==> config.mk <==
export PLATFORM = sky130hd
export DESIGN_NAME = tx_cc_framer
export DESIGN_NICKNAME = d
export VERILOG_FILES = /design/src/rtl/tx_cc_framer_pkg.sv /design/src/rtl/tx_align_timer.sv /design/src/rtl/tx_cc_framer.sv
export SDC_FILE = /design/constraint.sdc
export NUM_CORES = 1
export LEC_CHECK = 0
export CAP_MARGIN = 20
export CORE_ASPECT_RATIO = 0.6
export CORE_UTILIZATION = 50
export DETAILED_ROUTE_END_ITERATION = 7
export GPL_ROUTABILITY_DRIVEN = 1
export PLACE_DENSITY = 0.9
export SYNTH_ARGS = -nofsm -noshare
export SYNTH_HDL_FRONTEND = slang
export SYNTH_HIERARCHICAL = 1
export SYNTH_SLANG_ARGS = --single-unit
==> constraint.sdc <==
create_clock -name i_unif_clk -period 4.8 [get_ports i_unif_clk]
set_input_delay 0.72 -clock i_unif_clk [delete_from_list [all_inputs] [get_ports i_unif_clk]]
set_output_delay 0.72 -clock i_unif_clk [all_outputs]
set_load 0.01 [all_outputs]
==> src/rtl/tx_cc_framer_pkg.sv <==
// Definitions shared by the tx and rx clock-compensation paths: K-code characters,
// the |S| fill word, the RS word-counter width and the framer state encoding.
package tx_cc_framer_pkg;

   localparam logic [7:0]  CHAR_I   = 8'hBC;   // K28.5
   localparam logic [7:0]  CHAR_S   = 8'hFB;   // K27.7
   localparam logic [7:0]  CHAR_A   = 8'h7C;   // K28.3
   localparam logic [31:0] SOF_FILL = 32'h5555_5555;

   localparam int unsigned RS_CNT_W = 10;

   typedef enum logic [0:0] {
      StIdle,
      StBlock
   } framer_state_e;

   function automatic logic [31:0] all_lanes(input logic [7:0] ch);
      return {4{ch}};
   endfunction

endpackage

==> src/rtl/tx_align_timer.sv <==
// Free-running alignment timer: counts output cycles and flags the cycle in which
// an |A| character must replace normal traffic.
module tx_align_timer #(
   parameter int unsigned ALIGN_PERIOD = 1024
) (
   input  logic i_unif_clk,
   input  logic r_u_unif_rst_n,
   input  logic align_en,
   output logic align_due,
   output logic align_due_next
);

   localparam int unsigned CNT_W = $clog2(ALIGN_PERIOD);
   localparam logic [CNT_W-1:0] CNT_LAST = CNT_W'(ALIGN_PERIOD - 1);
   localparam logic [CNT_W-1:0] CNT_PRE  = CNT_W'(ALIGN_PERIOD - 2);

   logic [CNT_W-1:0] cnt_q, cnt_d;
   logic             due_q, due_d;

   // Counter is parked at zero whenever alignment is disabled.
   always_comb begin
      cnt_d = '0;
      due_d = 1'b0;
      if (align_en) begin
         cnt_d = (cnt_q == CNT_LAST) ? '0 : cnt_q + CNT_W'(1);
         due_d = (cnt_q == CNT_PRE);
      end
   end

   always_ff @(posedge i_unif_clk or negedge r_u_unif_rst_n) begin
      if (!r_u_unif_rst_n) begin
         cnt_q <= '0;
         due_q <= 1'b0;
      end else begin
         cnt_q <= cnt_d;
         due_q <= due_d;
      end
   end

   assign align_due      = due_q;
   assign align_due_next = due_d;

endmodule

==> src/rtl/tx_cc_framer.sv <==
// Transmit framer: replaces word 0 of each RS block with |S|, fills gaps with |I|
// and periodically inserts |A| for clock compensation. All outputs registered.
module tx_cc_framer
   import tx_cc_framer_pkg::*;
#(
   parameter int unsigned RS_N         = 255,
   parameter int unsigned RS_K         = 223,
   parameter int unsigned ALIGN_PERIOD = 1024
) (
   input  logic        i_unif_clk,
   input  logic        r_u_unif_rst_n,
   input  logic [31:0] i_u_data,
   input  logic        i_u_sof,
   input  logic        i_u_valid,
   output logic        o_u_ready,
   input  logic        i_r_align_en,
   output logic [31:0] o_u_data,
   output logic [3:0]  o_u_datak,
   output logic        o_u_rs_data_symbol,
   output logic        o_u_rs_check_symbol,
   output logic        o_u_sof_err
);

   localparam logic [RS_CNT_W-1:0] LAST_WORD  = RS_CNT_W'(RS_N - 1);
   localparam logic [RS_CNT_W-1:0] FIRST_CHK  = RS_CNT_W'(RS_K);

   framer_state_e       state_q, state_d;
   logic [RS_CNT_W-1:0] word_cnt_q, word_cnt_d;
   logic [31:0]         data_q, data_d;
   logic [3:0]          datak_q, datak_d;
   logic                rs_data_q, rs_data_d;
   logic                rs_check_q, rs_check_d;
   logic                sof_err_q, sof_err_d;
   logic                ready_q;
   logic                align_due, align_due_next;
   logic                xfer;

   tx_align_timer #(
      .ALIGN_PERIOD (ALIGN_PERIOD)
   ) u_align_timer (
      .i_unif_clk     (i_unif_clk),
      .r_u_unif_rst_n (r_u_unif_rst_n),
      .align_en       (i_r_align_en),
      .align_due      (align_due),
      .align_due_next (align_due_next)
   );

   assign xfer = i_u_valid && ready_q;

   always_comb begin
      state_d    = state_q;
      word_cnt_d = word_cnt_q;
      data_d     = all_lanes(CHAR_I);
      datak_d    = 4'hF;
      rs_data_d  = 1'b0;
      rs_check_d = 1'b0;
      sof_err_d  = 1'b0;

      // ready is low whenever align_due is set, so |A| never competes with a transfer.
      if (align_due) begin
         data_d = all_lanes(CHAR_A);
      end else if (xfer) begin
         if (i_u_sof) begin
            data_d     = all_lanes(CHAR_S);
            rs_data_d  = 1'b1;
            word_cnt_d = RS_CNT_W'(1);
            sof_err_d  = (state_q == StBlock);
            state_d    = StBlock;
         end else if (state_q == StIdle) begin
            sof_err_d = 1'b1;
         end else begin
            data_d     = i_u_data;
            datak_d    = 4'h0;
            rs_data_d  = (word_cnt_q < FIRST_CHK);
            rs_check_d = (word_cnt_q >= FIRST_CHK);
            if (word_cnt_q == LAST_WORD) begin
               word_cnt_d = '0;
               state_d    = StIdle;
            end else begin
               word_cnt_d = word_cnt_q + RS_CNT_W'(1);
            end
         end
      end
   end

   always_ff @(posedge i_unif_clk or negedge r_u_unif_rst_n) begin
      if (!r_u_unif_rst_n) begin
         state_q    <= StIdle;
         word_cnt_q <= '0;
         data_q     <= all_lanes(CHAR_I);
         datak_q    <= 4'hF;
         rs_data_q  <= 1'b0;
         rs_check_q <= 1'b0;
         sof_err_q  <= 1'b0;
         ready_q    <= 1'b0;
      end else begin
         state_q    <= state_d;
         word_cnt_q <= word_cnt_d;
         data_q     <= data_d;
         datak_q    <= datak_d;
         rs_data_q  <= rs_data_d;
         rs_check_q <= rs_check_d;
         sof_err_q  <= sof_err_d;
         ready_q    <= !align_due_next;
      end
   end

   assign o_u_ready           = ready_q;
   assign o_u_data            = data_q;
   assign o_u_datak           = datak_q;
   assign o_u_rs_data_symbol  = rs_data_q;
   assign o_u_rs_check_symbol = rs_check_q;
   assign o_u_sof_err         = sof_err_q;

endmodule
==> impl_metrics.py <==
metrics = {
    "run_status": {
        "outcome": "completed",
    },
    "critical_path": {
        "cp_top_family": "buffers and inverters",
        "worst-path-buf-inv": 2,
        "cp_slowest_cell": "clkdlybuf4s50_1",
        "critical_path_class": "primary input to flip-flop",
        "slowest_delay_ns": 0.88,
        "startpoint_type": "primary input",
        "crit_required_ns": 5.01,
        "cp_data_arrival_time_ns": 3.03,
        "cp-startpoint": "i_u_sof",
        "cp_max_fo": 21,
        "rr_startpoint": "state_q",
        "reg2reg_slack_ns": 2.97,
        "crit_path_cell_trace": "clkdlybuf4s50_1 > inv_1 > ha_1 > or3_1 > a21oi_2 > nor2_1",
        "cp-end-kind": "flip-flop",
    },
    "power": {
        "p_sw_uw": 268.5,
        "power_density_nw_per_um2": 332.0,
        "internal_power_uw": 888.1,
        "totalPowerFinal_mw": 1.157,
        "pwr-share-seq_pct": 47.6,
        "swShare_pct": 23.22,
        "ir_drop_mv": 0.2609,
        "clkPwrFrac_pct": 40.1,
        "leakage_nw": 1.497,
        "combPwrFrac_pct": 12.3,
    },
    "cts": {
        "cts_buffers": 9,
        "cts_tree": "done",
        "hold_buffers": 0,
        "clk_pin_slew_ns": 0.07,
        "numClockSinks": 59,
        "post_cts_buffers": 0,
        "cts-resized-gates": 0,
        "cts_max_path_buffers": 2,
        "insertion_delay_ns": 0.33,
        "htreeDepth": 3,
        "cts_root_buf": "clkbuf_8",
    },
    "synth": {
        "ys_seq_elements": 59,
        "synthFlopType": "dfrtp_1",
        "yosysSeqAreaShare_pct": 60.53,
        "avgSynthCellArea_um2": 11.28,
        "synth_area_um2": 2482,
        "ys_async_sr_fraction_pct": 100.0,
        "yosysWarningCount": 6,
        "ys_types": 42,
        "syn_nets": 263,
        "syn-instance-count": 220,
        "synth-edff-count": 0,
    },
    "timing": {
        "fin_crit_sh_pct": 58.72,
        "clock.fmax_mhz": 354.8,
        "slew_headroom_pct": 52.89,
        "skew_ns": 0.006408,
        "layout_setup_ws_ns": 1.981,
        "finalHoldViolCount": 0,
        "tightest_slew_ns": 0.7066,
        "rsz0062_at_grt": "no",
        "drv_slew": 0,
        "whs_ns": 0.5243,
        "fin_crit_ns": 2.819,
        "fin_tns_setup_ns": 0,
        "final-setup-viol-count": 0,
    },
    "grt": {
        "grt_usage_pct": 24.12,
        "grt_max_degree": 60,
        "grt.overflow.total": 0,
        "grt_first_pass_wirelength_um": 9321,
        "grt_pass1_vias": 1948,
        "grt_antenna_before_repair": 0,
    },
    "routing": {
        "via_count": 1951,
        "viasPerCell": 5.316,
        "wl_per_cell_um": 15.17,
        "ant_nets": 0,
        "drt_iter0_markers": 102,
        "dr.pass1.iters": 4,
        "drc": 0,
        "route.final.wire_length_um": 5568,
    },
    "placement": {
        "place_inst": 351,
        "dp_slack_ns": 1.674,
        "hpwl_um": 3878,
        "place_congestion": 0.7955,
        "placed_area_um2": 3267,
        "port-buffer-count": 76,
    },
    "floorplanning": {
        "fp.coreArea_um2": 4659,
        "dieHeight_um": 56.58,
        "die-area_um2": 5260,
        "num_rows": 19,
        "initial_core_util_pct": 53.28,
        "die_w_um": 92.97,
        "num_io_pins": 77,
    },
    "finish": {
        "synthToLayoutAreaGrowth_pct": 40.32,
        "fin_util_pct": 74.76,
        "n_antenna_cell": 0,
        "final_cell_mix": "clkdlybuf4s50_1 (75), dfrtp_1 (38), nand2_1 (24), nor2_1 (24), dfstp_2 (21)",
        "nets": 342,
        "layout_commonest_cell": "clkdlybuf4s50_1",
        "fin_cells": 367,
        "nFillCells": 311,
        "postLayoutCellArea_um2": 3483,
        "layout-drive-gt1-share_pct": 17.11,
    },
    "run": {
        "maxCapViolations": 0,
    },
    "hold_path": {
        "hp-class": "primary input to async pin",
    },
}
synthesized netlist by cell type, types with 2 or more instances:
master,instances,area share (%)
and3_1,2,0.50
nand2_1,24,3.6
or3_1,13,3.3
dfrtp_1,38,38
clkbuf_1,4,0.60
nand4_1,6,1.5
a32o_1,2,0.81
inv_1,7,1.1
o21bai_1,4,1.2
nor2_1,24,3.6
o21ai_0,4,0.81
buf_4,3,0.91
xor2_1,8,2.8
and4_1,3,1.1
ha_1,6,3.0
dfstp_2,21,22
or3_2,6,1.8
a21oi_1,9,1.8
xnor2_1,2,0.71
nand3_1,6,1.2
o21a_1,4,1.2
buf_6,2,0.91
nor3_1,3,0.60
sequential cells by signal, indices dropped and copies added, names as in the netlist:
signal	count
o_u_sof_err	1
o_u_rs_check_symbol	1
word_cnt_q	10
o_u_ready	1
o_u_datak	1
o_u_data	32
u_align_timer/align_due	1
state_q	1
o_u_rs_data_symbol	1
u_align_timer/cnt_q	10
power groups by stage:
| stage | combinational [mW] | clock (mW) | sequential [mW] |
|---|---|---|---|
| finish | 0.142 | 0.464 | 0.551 |
| global route | 0.156 | 0.499 | 0.554 |
| CTS | 0.143 | 0.472 | 0.551 |
| detailed placement | 0.141 | 0 | 0.559 |
| global placement | 0.137 | 0 | 0.557 |
| floorplan | 0.0473 | 0 | 0.565 |
final timing paths:
check	depth (start not counted)	to
worst max-delay path	6	word_cnt_q[8]
worst min-delay path	2	word_cnt_q[2]
worst max register to register	5	word_cnt_q[8]
worst min register to register	2	word_cnt_q[9]
max in group asynchronous	2	u_align_timer/cnt_q[9]
min in group i_unif_clk	2	word_cnt_q[9]
cells by family after synthesis:
kind of cell	after synthesis	synth area share [%]
xor gates and xnor gates	10	3.528
AOI/OAI and AO/OA	32	8.821
buffers and inverters	18	3.830
and+or+nand+nor	95	20.26
DFF	59	60.53
adders and majority gates	6	3.024
routing by layer:
metal | vias up | track usage, % | part of all wire, %
met5 | - | 0 | 0
met4 | 0 | 7.912 | 1.1
met3 | 8 | 9.621 | 8.3
met2 | 92 | 35.82 | 45
met1 | 937 | 32.52 | 46
li1 | 914 | - | -
final cells by class:
class | instances | area (um^2) | area share (%)
clock buffers | 14 | 205.2 | 5.891
well taps | 63 | 78.83 | 2.263
multi-input cells | 143 | 884.6 | 25.40
clock inverters | 2 | 11.26 | 0.3233
inverters | 8 | 30.03 | 0.8621
flip-flops and latches | 59 | 1503 | 43.14
repair buffers | 78 | 770.7 | 22.13
Power figures use the tool's default switching activity.
